<file path="config.mk">
export PLATFORM = sky130hd
export DESIGN_NAME = ssg_scan_ctrl
export DESIGN_NICKNAME = d
export VERILOG_FILES = /design/src/rtl/ssg_scan_ctrl.sv
export SDC_FILE = /design/constraint.sdc
export NUM_CORES = 1
export LEC_CHECK = 0
export ABC_CLOCK_PERIOD_IN_PS = 5900
export BUFFER_PORTS_ARGS = -buffer_cell sky130_fd_sc_hd__buf_4
export CAP_MARGIN = 20
export CORE_UTILIZATION = 50
export CTS_BUF_LIST = sky130_fd_sc_hd__clkbuf_4 sky130_fd_sc_hd__clkbuf_8
export DETAILED_ROUTE_END_ITERATION = 10
export PLACE_DENSITY = 0.68
export SLEW_MARGIN = 10
export SYNTH_ARGS = -nofsm -noshare
export SYNTH_HDL_FRONTEND = slang
export SYNTH_SLANG_ARGS = --single-unit
</file>
<file path="constraint.sdc">
create_clock -name i_w_clk -period 5.9 [get_ports i_w_clk]
set_input_delay 1.18 -clock i_w_clk [delete_from_list [all_inputs] [get_ports i_w_clk]]
set_output_delay 1.18 -clock i_w_clk [all_outputs]
set_load 0.01 [all_outputs]
</file>
<file path="src/rtl/ssg_scan_ctrl.sv">
// Multiplexed common-anode seven-segment scanner with a per-digit register file.
// Each entry holds a hex digit plus dp, blank and blink. The scanner adds leading-zero blanking and a dark slot between digits.
module ssg_scan_ctrl #(
    parameter int DIGITS       = 8,
    parameter int SEL_W        = 3,
    parameter int PRESCALE     = 4,
    parameter int BLINK_FRAMES = 4
) (
    input  logic              i_w_clk,
    input  logic              i_w_reset,
    input  logic              i_w_we,
    input  logic [SEL_W-1:0]  i_w_sel,
    input  logic [3:0]        i_w_dig,
    input  logic              i_w_dp,
    input  logic              i_w_blank,
    input  logic              i_w_blink,
    input  logic              i_w_lzb,
    output logic [7:0]        o_w_out,
    output logic [DIGITS-1:0] o_w_sel,
    output logic              o_w_frame
);
    localparam int CNT_W = $clog2(PRESCALE);
    localparam int IDX_W = $clog2(DIGITS);
    localparam int FRM_W = (BLINK_FRAMES > 1) ? $clog2(BLINK_FRAMES) : 1;

    logic [DIGITS-1:0][3:0] dig_q;
    logic [DIGITS-1:0]      dp_q, blank_q, blink_q;

    // Only addresses 0..DIGITS-1 have a matching entry, so out-of-range writes fall through.
    for (genvar j = 0; j < DIGITS; j++) begin : g_entry
        always_ff @(posedge i_w_clk or negedge i_w_reset) begin
            if (!i_w_reset) begin
                dig_q[j]   <= 4'h0;
                dp_q[j]    <= 1'b0;
                blank_q[j] <= 1'b1;
                blink_q[j] <= 1'b0;
            end else if (i_w_we && i_w_sel == SEL_W'(j)) begin
                dig_q[j]   <= i_w_dig;
                dp_q[j]    <= i_w_dp;
                blank_q[j] <= i_w_blank;
                blink_q[j] <= i_w_blink;
            end
        end
    end

    logic [CNT_W-1:0] cnt;
    logic [IDX_W-1:0] idx;
    logic [FRM_W-1:0] frm;
    logic             phase;
    logic             slot_end, frame_end;

    assign slot_end  = (cnt == CNT_W'(PRESCALE - 1));
    assign frame_end = slot_end && (idx == IDX_W'(DIGITS - 1));

    always_ff @(posedge i_w_clk or negedge i_w_reset) begin
        if (!i_w_reset) begin
            cnt   <= '0;
            idx   <= '0;
            frm   <= '0;
            phase <= 1'b0;
        end else begin
            cnt <= slot_end ? '0 : cnt + 1'b1;
            if (slot_end)
                idx <= frame_end ? '0 : idx + 1'b1;
            if (frame_end) begin
                if (frm == FRM_W'(BLINK_FRAMES - 1)) begin
                    frm   <= '0;
                    phase <= ~phase;
                end else begin
                    frm <= frm + 1'b1;
                end
            end
        end
    end

    // Walk down from the top entry; an entry is suppressed while everything from it upward is a bare zero.
    logic [DIGITS-1:0] sup;
    logic              upper_zero;
    always_comb begin
        sup        = '0;
        upper_zero = 1'b1;
        for (int j = DIGITS - 1; j >= 0; j--) begin
            upper_zero = upper_zero && (dig_q[j] == 4'h0) && !dp_q[j];
            sup[j]     = i_w_lzb && upper_zero && (j != 0);
        end
    end

    function automatic logic [7:0] hex_seg(input logic [3:0] v);
        case (v)
            4'h0: hex_seg = 8'hC0;  4'h1: hex_seg = 8'hF9;
            4'h2: hex_seg = 8'hA4;  4'h3: hex_seg = 8'hB0;
            4'h4: hex_seg = 8'h99;  4'h5: hex_seg = 8'h92;
            4'h6: hex_seg = 8'h82;  4'h7: hex_seg = 8'hF8;
            4'h8: hex_seg = 8'h80;  4'h9: hex_seg = 8'h90;
            4'hA: hex_seg = 8'h88;  4'hB: hex_seg = 8'h83;
            4'hC: hex_seg = 8'hC6;  4'hD: hex_seg = 8'hA1;
            4'hE: hex_seg = 8'h86;  default: hex_seg = 8'h8E;
        endcase
    endfunction

    logic       dark;
    logic [7:0] seg;
    logic [7:0] out_d;
    always_comb begin
        dark  = blank_q[idx] || (blink_q[idx] && phase) || sup[idx];
        seg   = hex_seg(dig_q[idx]);
        out_d = dark ? 8'hFF : {~dp_q[idx], seg[6:0]};
    end

    always_ff @(posedge i_w_clk or negedge i_w_reset) begin
        if (!i_w_reset) begin
            o_w_out   <= 8'hFF;
            o_w_sel   <= '1;
            o_w_frame <= 1'b0;
        end else begin
            o_w_frame <= frame_end;
            if (slot_end) begin
                o_w_out <= 8'hFF;
                o_w_sel <= '1;
            end else begin
                o_w_out <= out_d;
                o_w_sel <= ~(DIGITS'(1) << idx);
            end
        end
    end
endmodule

</file>
==> flow_metrics.py <==
metrics = {
    "run_status": {
        "status": "completed",
    },
    "yosys": {
        "synth_cells": 279,
        "yosysSeqAreaShare_pct": 52.2,
        "synthDominantCellAreaShare_pct": 36.2,
        "synth-edff-count": 0,
        "avgSynthCellArea_sq_um": 14.1,
        "synthFlopType": "dfrtp_1",
        "synth.area.top_cells": "dfrtp_1 (36%), mux2_2 (16%), dfstp_2 (16%)",
        "synth_fp_nets": 307,
        "synthArstFlopShare_pct": 100,
        "yosys_warnings": 0,
        "yosys.area.top_type": "dfrtp_1",
        "ys_types": 48,
        "syn_area_sq_mm": 0.00394,
        "ys_ff_latch": 81,
    },
    "route": {
        "antenna_left": 0,
        "drt_first_pass_iters": 4,
        "routed_wl_um": 7490,
        "viasPerCell": 5.80,
        "drc_errors": 0,
        "drtIter0Drc": 108,
        "num_vias": 2400,
        "wl_per_cell_um": 18.1,
    },
    "floorplan": {
        "ios": 31,
        "core.rowCount": 31,
        "start_util_pct": 52.9,
        "core-area_sq_mm": 0.00745,
        "dieHeight_um": 90.7,
        "die_w_um": 90.7,
        "dieArea_sq_mm": 0.00823,
    },
    "timing": {
        "rsz0062_at_grt": "no",
        "fin_tns_setup_ns": 0,
        "hold_violations": 0,
        "slew_headroom_pct": 33.6,
        "finalCriticalPeriod_ns": 2.90,
        "setup_viol": 0,
        "fmax_mhz": 344,
        "post-route-period-util_pct": 49.2,
        "setup_ws_ns": 3.00,
        "drv_slew": 0,
        "fin_skew_ns": 0.00855,
        "max_slew.worst_pin.slew_ns": 0.988,
    },
    "worst_setup_path": {
        "crit_path_start_kind": "flop",
        "reg2reg_slack_ns": 3.00,
        "worstPathRequired_ns": 6.19,
        "worstSetupPathType": "reg2reg",
        "path_max_fanout": 19,
        "r2r.worst_path.cells": 5,
        "cp.arrival_ns": 3.19,
        "crit_path_end_kind": "flop",
    },
    "placement": {
        "dpl_worst_slack_ns": 3.00,
        "port_buffers": 30,
        "gp_congestion": 0.793,
        "placedCellCount": 397,
        "dp_hpwl_um": 5160,
    },
    "global_route": {
        "grt_start_max_net_pins": 82,
        "grt_util_met3_pct": 5.89,
        "busiest_layer": "met1",
        "grtUsageMet1_pct": 28.8,
        "grtUsageTotal_pct": 19.7,
        "grt_first_pass_wirelength_um": 12300,
        "grtUsageMet2_pct": 28.7,
        "overflow": 0,
        "grt_pass1_vias": 2266,
        "antenna_found_initial": 0,
    },
    "min_path": {
        "hold_path_class": "reg2reg",
        "min_path_cells": 1,
    },
    "clock_tree": {
        "path_clk_slew_ns": 0.08,
        "post_cts_buffers": 0,
        "cts_root_buffer": "clkbuf_8",
        "htreeDepth": 3,
        "insertion_delay_ns": 0.35,
        "tritoncts": "built",
        "cts.sinks": 81,
        "clk_path_buf_depth": 2,
        "cts_resized": 0,
        "cts_buffers": 9,
        "holdBufCountCts": 0,
    },
    "final_layout": {
        "fillCellCount": 608,
        "drive_gt1_share_pct": 45.7,
        "stdcell_count": 414,
        "diodes": 0,
        "area_growth_syn_to_layout_pct": 13.3,
        "post-route-util_pct": 59.9,
        "nNetsFinal": 338,
        "layout_common_cells": "mux2_2 (57), dfrtp_1 (57), buf_4 (30)",
    },
    "power": {
        "power_leakage_nw": 1.85,
        "ir_worst_vdd_mv": 0.234,
        "power.density_mw_per_mm2": 334,
    },
    "flow_run": {
        "cap_violations": 0,
    },
}
==> power by group <==
part,switching [mW],internal [mW],total (mW)
registers,0.0691,0.680,0.749
clock network,0.198,0.247,0.445
logic,0.126,0.168,0.294
total,0.393,1.10,1.49
==> sequential cells by signal, summed over array words and instances, names as in the netlist <==
name and count:
phase 1, idx 3, dp_q 8, blank_q 8, o_w_frame 1, cnt 2
frm 2, o_w_out 8, blink_q 8, dig_q 32, o_w_sel 8
==> metrics by stage <==
stage / power, mW / hold slack (ns) / instance area, sq um
after floorplan: 0.949 / 0.403 / 3940
after global placement: 1.05 / 0.414 / 4220
after detailed placement: 1.05 / 0.438 / 4220
after CTS: 1.50 / 0.450 / 4440
after global routing: 1.56 / 0.482 / 4460
final: 1.49 / 0.445 / 4460
==> synth_stat cells, types with 4 or more instances <==
master / instances
mux2_2: 57
inv_1: 5
nor3_1: 4
mux4_2: 7
nand3_1: 6
ha_1: 14
clkbuf_1: 5
mux4_1: 6
dfrtp_1: 57
nand2b_1: 4
dfstp_2: 24
mux2i_1: 5
nor2_1: 13
or4_1: 6
a21oi_1: 4
nand2_1: 13
==> final cells by class <==
type | count | area (sq um) | share of cell area, %
Clock buffer | 11 | 139 | 3.11
Clock inverter | 5 | 80.1 | 1.79
Inverter | 6 | 22.5 | 0.505
Multi-Input combinational cell | 181 | 1790 | 40.1
Sequential cell | 81 | 2060 | 46.1
Tap cell | 99 | 124 | 2.78
Timing Repair Buffer | 31 | 253 | 5.66
==> final timing paths <==
check | from | end
worst max register to register | idx[0] | o_w_out[0]
max in group asynchronous | i_w_reset | o_w_out[7]
worst min register to register | cnt[0] | cnt[0]
worst min-delay path | cnt[0] | cnt[0]
worst max-delay path | idx[0] | o_w_out[0]
min in group asynchronous | i_w_reset | frm[0]
==> logic make-up (layout without fill, tap and decap cells) <==
logic type | after synthesis | count (layout) | synth area share [%]
AO/OA/AOI/OAI | 25 | 25 | 4.54
XOR/XNOR | 1 | 1 | 0.222
adder cells (fa/ha/maj) | 14 | 14 | 4.45
buffers and inverters | 17 | 53 | 2.35
flip-flops | 81 | 81 | 52.2
multiplexers | 78 | 78 | 27.0
AND/OR/NAND/NOR | 63 | 63 | 9.18
==> worst max-delay path, cell delays in order (launching register included) <==
cell and delay, ns:
dfrtp_1 0.91, mux4_1 0.64, mux2i_1 0.64, nor2b_1 0.17, or3b_1 0.38, nand4_1 0.09
==> metal layers <==
metal / vias to the layer above / part of all wire, %
li1: 1104 / -
met1: 1231 / 49
met2: 59 / 46
met3: 6 / 4.5
met4: 0 / 1.0
met5: - / 0
Note: power is estimated with default switching activity, not from simulation.
